==> config.mk <==
export PLATFORM = sky130hd
export DESIGN_NAME = fetch_unit_flat
export DESIGN_NICKNAME = d
export VERILOG_FILES = /design/src/rtl/fetch_unit_if.sv /design/src/rtl/fetch_unit.sv /design/src/flat_wrapper.sv
export SDC_FILE = /design/constraint.sdc
export NUM_CORES = 1
export LEC_CHECK = 0
export ABC_AREA = 0
export BUFFER_PORTS_ARGS = -buffer_cell sky130_fd_sc_hd__clkbuf_2
export CAP_MARGIN = 20
export CORE_MARGIN = 2
export CORE_UTILIZATION = 31
export DETAILED_ROUTE_END_ITERATION = 10
export PLACE_DENSITY = 0.52
export REMOVE_ABC_BUFFERS = 1
export SLEW_MARGIN = 10
export SYNTH_ARGS = -nofsm -noshare
export SYNTH_HDL_FRONTEND = slang
export SYNTH_SLANG_ARGS = --single-unit
==> constraint.sdc <==
create_clock -name fu_clk -period 4.3 [get_ports fu_clk]
set_clock_uncertainty 0.2 [all_clocks]
set_input_delay 0.43 -clock fu_clk [delete_from_list [all_inputs] [get_ports fu_clk]]
set_output_delay 0.43 -clock fu_clk [all_outputs]
set_load 0.02 [all_outputs]
==> src/rtl/fetch_unit_if.sv <==
// rtl/fetch_unit_if.sv - RAM read bus between the fetch unit and instruction/data memory
interface fetch_unit_if #(
  parameter int AW = 8,
  parameter int DW = 8
);
  logic [AW-1:0] mem_addr;
  logic          mem_rd;
  logic [DW-1:0] mem_rdata;
  logic          mem_ack;

  modport master (
    output mem_addr,
    output mem_rd,
    input  mem_rdata,
    input  mem_ack
  );

  modport slave (
    input  mem_addr,
    input  mem_rd,
    output mem_rdata,
    output mem_ack
  );
endinterface

==> src/rtl/fetch_unit.sv <==
// rtl/fetch_unit.sv - instruction/operand fetch stage owning PC, MAR, MBR and IR
module fetch_unit #(
  parameter int            AW       = 8,
  parameter int            DW       = 8,
  parameter logic [AW-1:0] RESET_PC = '0,
  parameter int            TIMEOUT  = 15
) (
  input  logic          fu_clk,
  input  logic          fu_rst_n,
  input  logic          fetch_req,
  input  logic          op_req,
  input  logic [AW-1:0] op_addr,
  input  logic          pc_load,
  input  logic [AW-1:0] pc_load_val,
  fetch_unit_if.master  mem,
  output logic [DW-1:0] ir_out,
  output logic          ir_valid,
  output logic [DW-1:0] mbr_out,
  output logic          mbr_valid,
  output logic [AW-1:0] pc_out,
  output logic          busy,
  output logic          fault
);

  localparam int CW = (TIMEOUT < 2) ? 1 : $clog2(TIMEOUT);

  typedef enum logic [1:0] {
    ST_IDLE = 2'd0,
    ST_REQ  = 2'd1,
    ST_DONE = 2'd2
  } state_t;

  state_t        state_q, state_d;
  logic [AW-1:0] pc_q, pc_d;
  logic [AW-1:0] mar_q, mar_d;
  logic [DW-1:0] ir_q, ir_d;
  logic [DW-1:0] mbr_q, mbr_d;
  logic          is_fetch_q, is_fetch_d;
  logic [CW-1:0] cnt_q, cnt_d;
  logic          fault_q, fault_d;

  // State and datapath registers; reset abandons any read in flight.
  always_ff @(posedge fu_clk) begin
    if (!fu_rst_n) begin
      state_q    <= ST_IDLE;
      pc_q       <= RESET_PC;
      mar_q      <= '0;
      ir_q       <= '0;
      mbr_q      <= '0;
      is_fetch_q <= 1'b0;
      cnt_q      <= '0;
      fault_q    <= 1'b0;
    end else begin
      state_q    <= state_d;
      pc_q       <= pc_d;
      mar_q      <= mar_d;
      ir_q       <= ir_d;
      mbr_q      <= mbr_d;
      is_fetch_q <= is_fetch_d;
      cnt_q      <= cnt_d;
      fault_q    <= fault_d;
    end
  end

  // Next-state: accept one request in IDLE (fetch over operand), wait for ack or timeout.
  always_comb begin
    state_d    = state_q;
    pc_d       = pc_q;
    mar_d      = mar_q;
    ir_d       = ir_q;
    mbr_d      = mbr_q;
    is_fetch_d = is_fetch_q;
    cnt_d      = cnt_q;
    fault_d    = fault_q;
    case (state_q)
      ST_IDLE: begin
        cnt_d = '0;
        if (fetch_req) begin
          if (pc_load) begin
            mar_d = pc_load_val;
            pc_d  = pc_load_val;
          end else begin
            mar_d = pc_q;
          end
          is_fetch_d = 1'b1;
          state_d    = ST_REQ;
        end else if (op_req) begin
          mar_d      = op_addr;
          is_fetch_d = 1'b0;
          state_d    = ST_REQ;
        end else if (pc_load) begin
          pc_d = pc_load_val;
        end
      end
      ST_REQ: begin
        if (mem.mem_ack) begin
          mbr_d = mem.mem_rdata;
          if (is_fetch_q) begin
            ir_d = mem.mem_rdata;
            pc_d = pc_q + 1'b1;
          end
          state_d = ST_DONE;
        end else if (cnt_q == CW'(TIMEOUT - 1)) begin
          // Give up on this read; nothing architectural changes except the fault flag.
          fault_d = 1'b1;
          cnt_d   = '0;
          state_d = ST_IDLE;
        end else begin
          cnt_d = cnt_q + 1'b1;
        end
      end
      ST_DONE: begin
        cnt_d   = '0;
        state_d = ST_IDLE;
      end
      default: begin
        state_d = ST_IDLE;
      end
    endcase
  end

  assign mem.mem_addr = mar_q;
  assign mem.mem_rd   = (state_q == ST_REQ);
  assign ir_out       = ir_q;
  assign mbr_out      = mbr_q;
  assign pc_out       = pc_q;
  assign ir_valid     = (state_q == ST_DONE) && is_fetch_q;
  assign mbr_valid    = (state_q == ST_DONE) && !is_fetch_q;
  assign busy         = (state_q != ST_IDLE);
  assign fault        = fault_q;

endmodule

==> src/flat_wrapper.sv <==
// flat-port wrapper written by rule: the top's interface ports become plain ports
module fetch_unit_flat 
#(
  parameter int            AW       = 8,
  parameter int            DW       = 8,
  parameter logic [AW-1:0] RESET_PC = '0,
  parameter int            TIMEOUT  = 15
)
  (fu_clk, fu_rst_n, fetch_req, op_req, op_addr, pc_load, pc_load_val, ir_out, ir_valid, mbr_out, mbr_valid, pc_out, busy, fault, mem_mem_addr, mem_mem_rd, mem_mem_rdata, mem_mem_ack);
  fetch_unit_if #(.AW(AW), .DW(DW)) mem_i ();
  input  logic fu_clk;
  input  logic fu_rst_n;
  input  logic fetch_req;
  input  logic op_req;
  input  logic [AW-1:0] op_addr;
  input  logic pc_load;
  input  logic [AW-1:0] pc_load_val;
  output logic [DW-1:0] ir_out;
  output logic ir_valid;
  output logic [DW-1:0] mbr_out;
  output logic mbr_valid;
  output logic [AW-1:0] pc_out;
  output logic busy;
  output logic fault;
  output wire logic [$bits(mem_i.mem_addr)-1:0] mem_mem_addr;
  output wire logic [$bits(mem_i.mem_rd)-1:0] mem_mem_rd;
  input wire logic [$bits(mem_i.mem_rdata)-1:0] mem_mem_rdata;
  input wire logic [$bits(mem_i.mem_ack)-1:0] mem_mem_ack;
  assign mem_mem_addr = mem_i.mem_addr;
  assign mem_mem_rd = mem_i.mem_rd;
  assign mem_i.mem_rdata = mem_mem_rdata;
  assign mem_i.mem_ack = mem_mem_ack;
  fetch_unit #(.AW(AW), .DW(DW), .RESET_PC(RESET_PC), .TIMEOUT(TIMEOUT)) u_core (.fu_clk(fu_clk), .fu_rst_n(fu_rst_n), .fetch_req(fetch_req), .op_req(op_req), .op_addr(op_addr), .pc_load(pc_load), .pc_load_val(pc_load_val), .mem(mem_i), .ir_out(ir_out), .ir_valid(ir_valid), .mbr_out(mbr_out), .mbr_valid(mbr_valid), .pc_out(pc_out), .busy(busy), .fault(fault));
endmodule
; ---- Word-level counts from Yosys, hierarchy flattened
; Cells that the tools add are included.
[totals]
word_cells = 54
register_bits = 40
[op_classes]
reduce_logical = 16
addsub = 2
mux = 18
bitwise_logic = 1
n_eq_ne = 9
[op_table]
columns = op, n
row1 = 2-to-1 mux 8 bit, 7
row2 = one-hot mux 8 bit (2 select lines), 1
row3 = "adder 8 x 1 -> 8 bit, second input constant", 1
row4 = 2-to-1 mux 2 bit, 4
row5 = 2-to-1 mux 4 bit, 2
row6 = one-hot mux 4 bit (2 select lines), 1
row7 = AND reduction 2 bit, 4
row8 = nonzero test 2 bit, 4
row9 = "inequality test 3 bit, second input constant", 2
row10 = AND reduction 3 bit, 2
row11 = "adder 4 x 1 -> 4 bit, second input constant", 1
row12 = "equality test 4 bit, second input constant", 1
row13 = "inequality test 2 x 1 -> 1 bit, second input constant", 2
row14 = one-hot mux 2 bit (2 select lines), 1
row15 = AND reduction 4 bit, 1
row16 = "inequality test 3 x 1 -> 1 bit, second input constant", 1
row17 = "equality test 2 x 1 -> 1 bit, second input constant", 1
row18 = "equality test 2 bit, second input constant", 1
row19 = logical AND 1 bit, 2
row20 = logical NOT 2 bit, 1
row21 = 2-to-1 mux 1 bit, 2
row22 = "inequality test 2 bit, second input constant", 1
row23 = OR reduction 2 bit, 1
row24 = logical NOT 1 bit, 1
row25 = NOT 1 bit, 1

; ---- Logic depth before layout (Yosys ltp)
[depth]
depth_word = 4
mapped_depth = 6

; ---- Least setup slack after synthesis
; No wires, ideal clock.
[synth_timing]
path_type = reg-to-output
from = reg u_core.state_q[1]
to = out mbr_valid
required_time_ps = 3670
stages_incl_launch_ff = 3
arrival_ps = 1073
path_slack_ps = 2597
path_buffers = 1
path_cell_list = dfxtp_1 > buf_2 > nor3b_1
[synth_via]
elab_chain_cells = 2
[synth_rtl]
columns = element, line_no
row1 = "start, declared", fetch_unit.sv:33  ; state_t state_q, state_d;
row2 = "start signal, assigned", fetch_unit.sv:54  ; state_q <= state_d;
row3 = equality test 2 bit, fetch_unit.sv:128  ; assign mbr_valid = (state_q == ST_DONE) && !is_fetch_q;
row4 = logical AND 1 bit, fetch_unit.sv:128
row5 = "end, declared", flat_wrapper.sv:21  ; output logic mbr_valid;
; No other way between the ends.

; ---- Final worst setup path
[layout_timing]
from = reg u_core.state_q[0]
to = out mem_mem_rd
[layout_via]
elab_chain_cells = 1
[layout_rtl]
columns = element, line_no
row1 = equality test 2 x 1 -> 1 bit, fetch_unit.sv:123  ; assign mem.mem_rd = (state_q == ST_REQ);
row2 = "end, declared", flat_wrapper.sv:26  ; output wire logic [$bits(mem_i.mem_rd)-1:0] mem_mem_rd;
; No other way between the ends.

==> run_results.csv <==
group,metric,value,unit
routing,viasPerCell,5.03,
setup_path,critPathLaunchType,"flop",
timing,slew_headroom,42.6,%
clock_tree,clockRootBuffer,"clkbuf_8",
routing,num_vias,1908,
layout,nNetsFinal,336,
global_route,grt.overflow.total,0,
die,initial_core_util,32.5,%
routing,drcViolationCount,0,
yosys,yosysTopAreaCell,"dfxtp_1",
yosys,syn_area_per_cell,7.94,um^2
routing,dr.pass1.iters,4,
die,ioPinCount,67,
timing,fmax,357,MHz
routing,wl,5360,um
die,die_w,83.2,um
routing,wl_per_cell,14.1,um
setup_path,r2r_setup_slack,1.76,ns
yosys,synth_area_leaders,"dfxtp_1 41%, a21oi_1 8.5%, nand2_1 6.0%",
timing,worst_pin_slew,0.858,ns
die,rows,28,
clock_tree,worst_skew_pair.late_latency,0.30,ns
timing,hold_slack,0.162,ns
status,status,"completed",
hold_path,min_to,"u_core.ir_out[7]",
layout,area_growth_syn_to_layout,25.5,%
timing,period_needed,2.80,ns
pwr,p_leak,1.06,nW
die,die_h,83.2,um
clock_tree,clk_pin_slew,0.09,ns
placement,place.gp.congestion,0.718,
hold_path,hp-class,"input pin to flop",
yosys,synthArstFlopShare,0,%
yosys,synth_area,1950,um^2
timing,finalCritPeriodShare,65.1,%
yosys,netlist.area_leader.share,41.2,%
die,core-area,5990,um^2
clock_tree,hold_buffers,0,
setup_path,path_max_fanout,21,
layout,diodes,0,
hold_path,min_path_cells,3,
layout,drive_gt1_share,27.6,%
clock_tree,cts_tree,"yes",
global_route,antenna_found_initial,0,
clock_tree,cts_setup_buffers,0,
yosys,ys_seq_elements,40,
setup_path,r2r_end,"u_core.ir_out[2]",
yosys,ys_seq_area_share,41.2,%
placement,hpwl,3790,um
global_route,grt_pass1_wl,8670,um
yosys,synth.distinct_cells,42,
clock_tree,cts_sinks,40,
clock_tree,cts-resized-gates,0,
yosys,synth_commonest_cells,"40 x dfxtp_1, 33 x a21oi_1, 31 x nand2_1",
yosys,yosys.cell_count.top_type,"dfxtp_1",
timing,finalSetupTns,0,ns
hold_path,min-delay-start,"mem_mem_rdata[7]",
layout,seqCellArea,801,um^2
yosys,synth-edff-count,0,
setup_path,worst_r2r_path_depth,5,
routing,final_antenna_net_count,0,
timing,setup-violations-final,0,
timing,report.final.slew_viol_count,0,
yosys,ys.flop_type,"dfxtp_1",
setup_path,path_class,"flop to output pin",
pwr,powerDensity,376,nW/um^2
setup_path,reg2reg_from,"u_core.state_q[0]",
yosys,syn_inst,245,
layout,fill_cells,675,
die,die-area,6930,um^2
timing,grt_setup_unrepaired,"no",
setup_path,cp-end-kind,"output pin",
global_route,groute.usage.overall,15.2,%
pwr,ir_drop,171,uV
setup_path,crit_required,3.67,ns
clock_tree,cts_max_path_buffers,2,
clock_tree,numCtsBuffers,5,
flow_run,drv_cap,0,
setup_path,arrival,2.17,ns
yosys,ys.warnings.count,0,
global_route,grt_max_degree,32,
layout,fin_util,40.7,%
routing,drt_iter0_markers,86,
placement,io_buffers,66,
timing,finalHoldViolations,0,
layout,multi_input_area,1040,um^2
clock_tree,h-tree-depth,2,
global_route,first_global_vias,1819,
-- layout by cell type, fill, tap and decap left out, types with 2 or more instances in the layout --
cell type | synthesis | layout
ha_1 | 3 | 3
mux2i_1 | 8 | 8
nand2b_1 | 2 | 2
a32o_1 | 2 | 2
nand2_1 | 31 | 31
o31ai_1 | 2 | 2
and3_1 | 4 | 4
a21oi_2 | 2 | 2
nand3_1 | 11 | 11
nor3_1 | 8 | 8
dfxtp_1 | 40 | 40
a21oi_1 | 33 | 33
o21ai_0 | 20 | 20
inv_1 | 8 | 8
a211oi_1 | 8 | 8
clkbuf_8 | 0 | 5
clkbuf_2 | 1 | 66
nor2_1 | 23 | 23
nor3b_1 | 2 | 2
-- area by class of cell --
class	instances	share of cell area (%)
flip-flops and latches	40	32.8
well taps	75	3.84
inverters	8	1.23
repair buffers	67	14.7
clock buffers	5	2.82
clock inverters	3	1.90
multi-input cells	181	42.7
-- cell families after synthesis --
group	after synthesis	share of synthesized area (%)
buffers and inverters	24	5.21
flip-flops	40	41.2
AO/OA/AOI/OAI	79	24.6
adder cells (fa/ha/maj)	3	1.93
AND/OR/NAND/NOR	90	22.4
multiplexers	9	4.69
-- metrics by stage --
step | worst slack [ns] | instances | cell area (um^2) | power [mW]
2_1_floorplan | 2.23 | 229 | 1870 | 0.532
3_3_place_gp | 1.77 | 370 | 2300 | 0.605
3_5_place_dp | 1.74 | 370 | 2300 | 0.605
4_1_cts | 1.53 | 378 | 2410 | 0.926
5_1_grt | 1.31 | 379 | 2440 | 0.966
6_report | 1.50 | 379 | 2440 | 0.919
-- critical path, stage by stage (launching register included) --
cell	delay, ns
dfxtp_1	0.66
nand2b_1	0.34
inv_1	0.58
clkbuf_2	0.29
-- flip-flops by register name, summed over array words and instances (netlist names) --
register	cells
u_core.state_q	2
u_core.ir_out	8
u_core.mem.mem_addr	8
u_core.cnt_q	4
u_core.mbr_out	8
u_core.fault	1
u_core.pc_out	8
u_core.is_fetch_q	1
-- metal layers --
metal  global-route usage, %  up-vias  routed length, um
met5                       0        -                  0
met4                    4.02        0                 48
met3                    3.78        5                230
met2                    24.6       42               2470
met1                    20.1      866               2610
li1                        -      995                  -
-- report_power, final --
part	internal (mW)	switching (mW)	total (mW)
clock	0.175	0.144	0.319
sequential	0.393	0.0267	0.420
combinational	0.0662	0.114	0.180
total	0.634	0.284	0.919
-- worst max-delay path by stage --
stage / startpoint / endpoint / slack (ns) / cells after the start
floorplan: u_core.state_q[0] / u_core.ir_out[0] / 2.23 / 5
global placement: u_core.state_q[0] / u_core.ir_out[0] / 1.77 / 5
detailed placement: u_core.state_q[0] / u_core.ir_out[2] / 1.74 / 5
CTS: u_core.state_q[0] / mem_mem_rd / 1.53 / 3
global route: u_core.state_q[0] / mem_mem_rd / 1.31 / 3
finish: u_core.state_q[0] / mem_mem_rd / 1.50 / 3
Note: power is estimated with default switching activity, not from simulation.
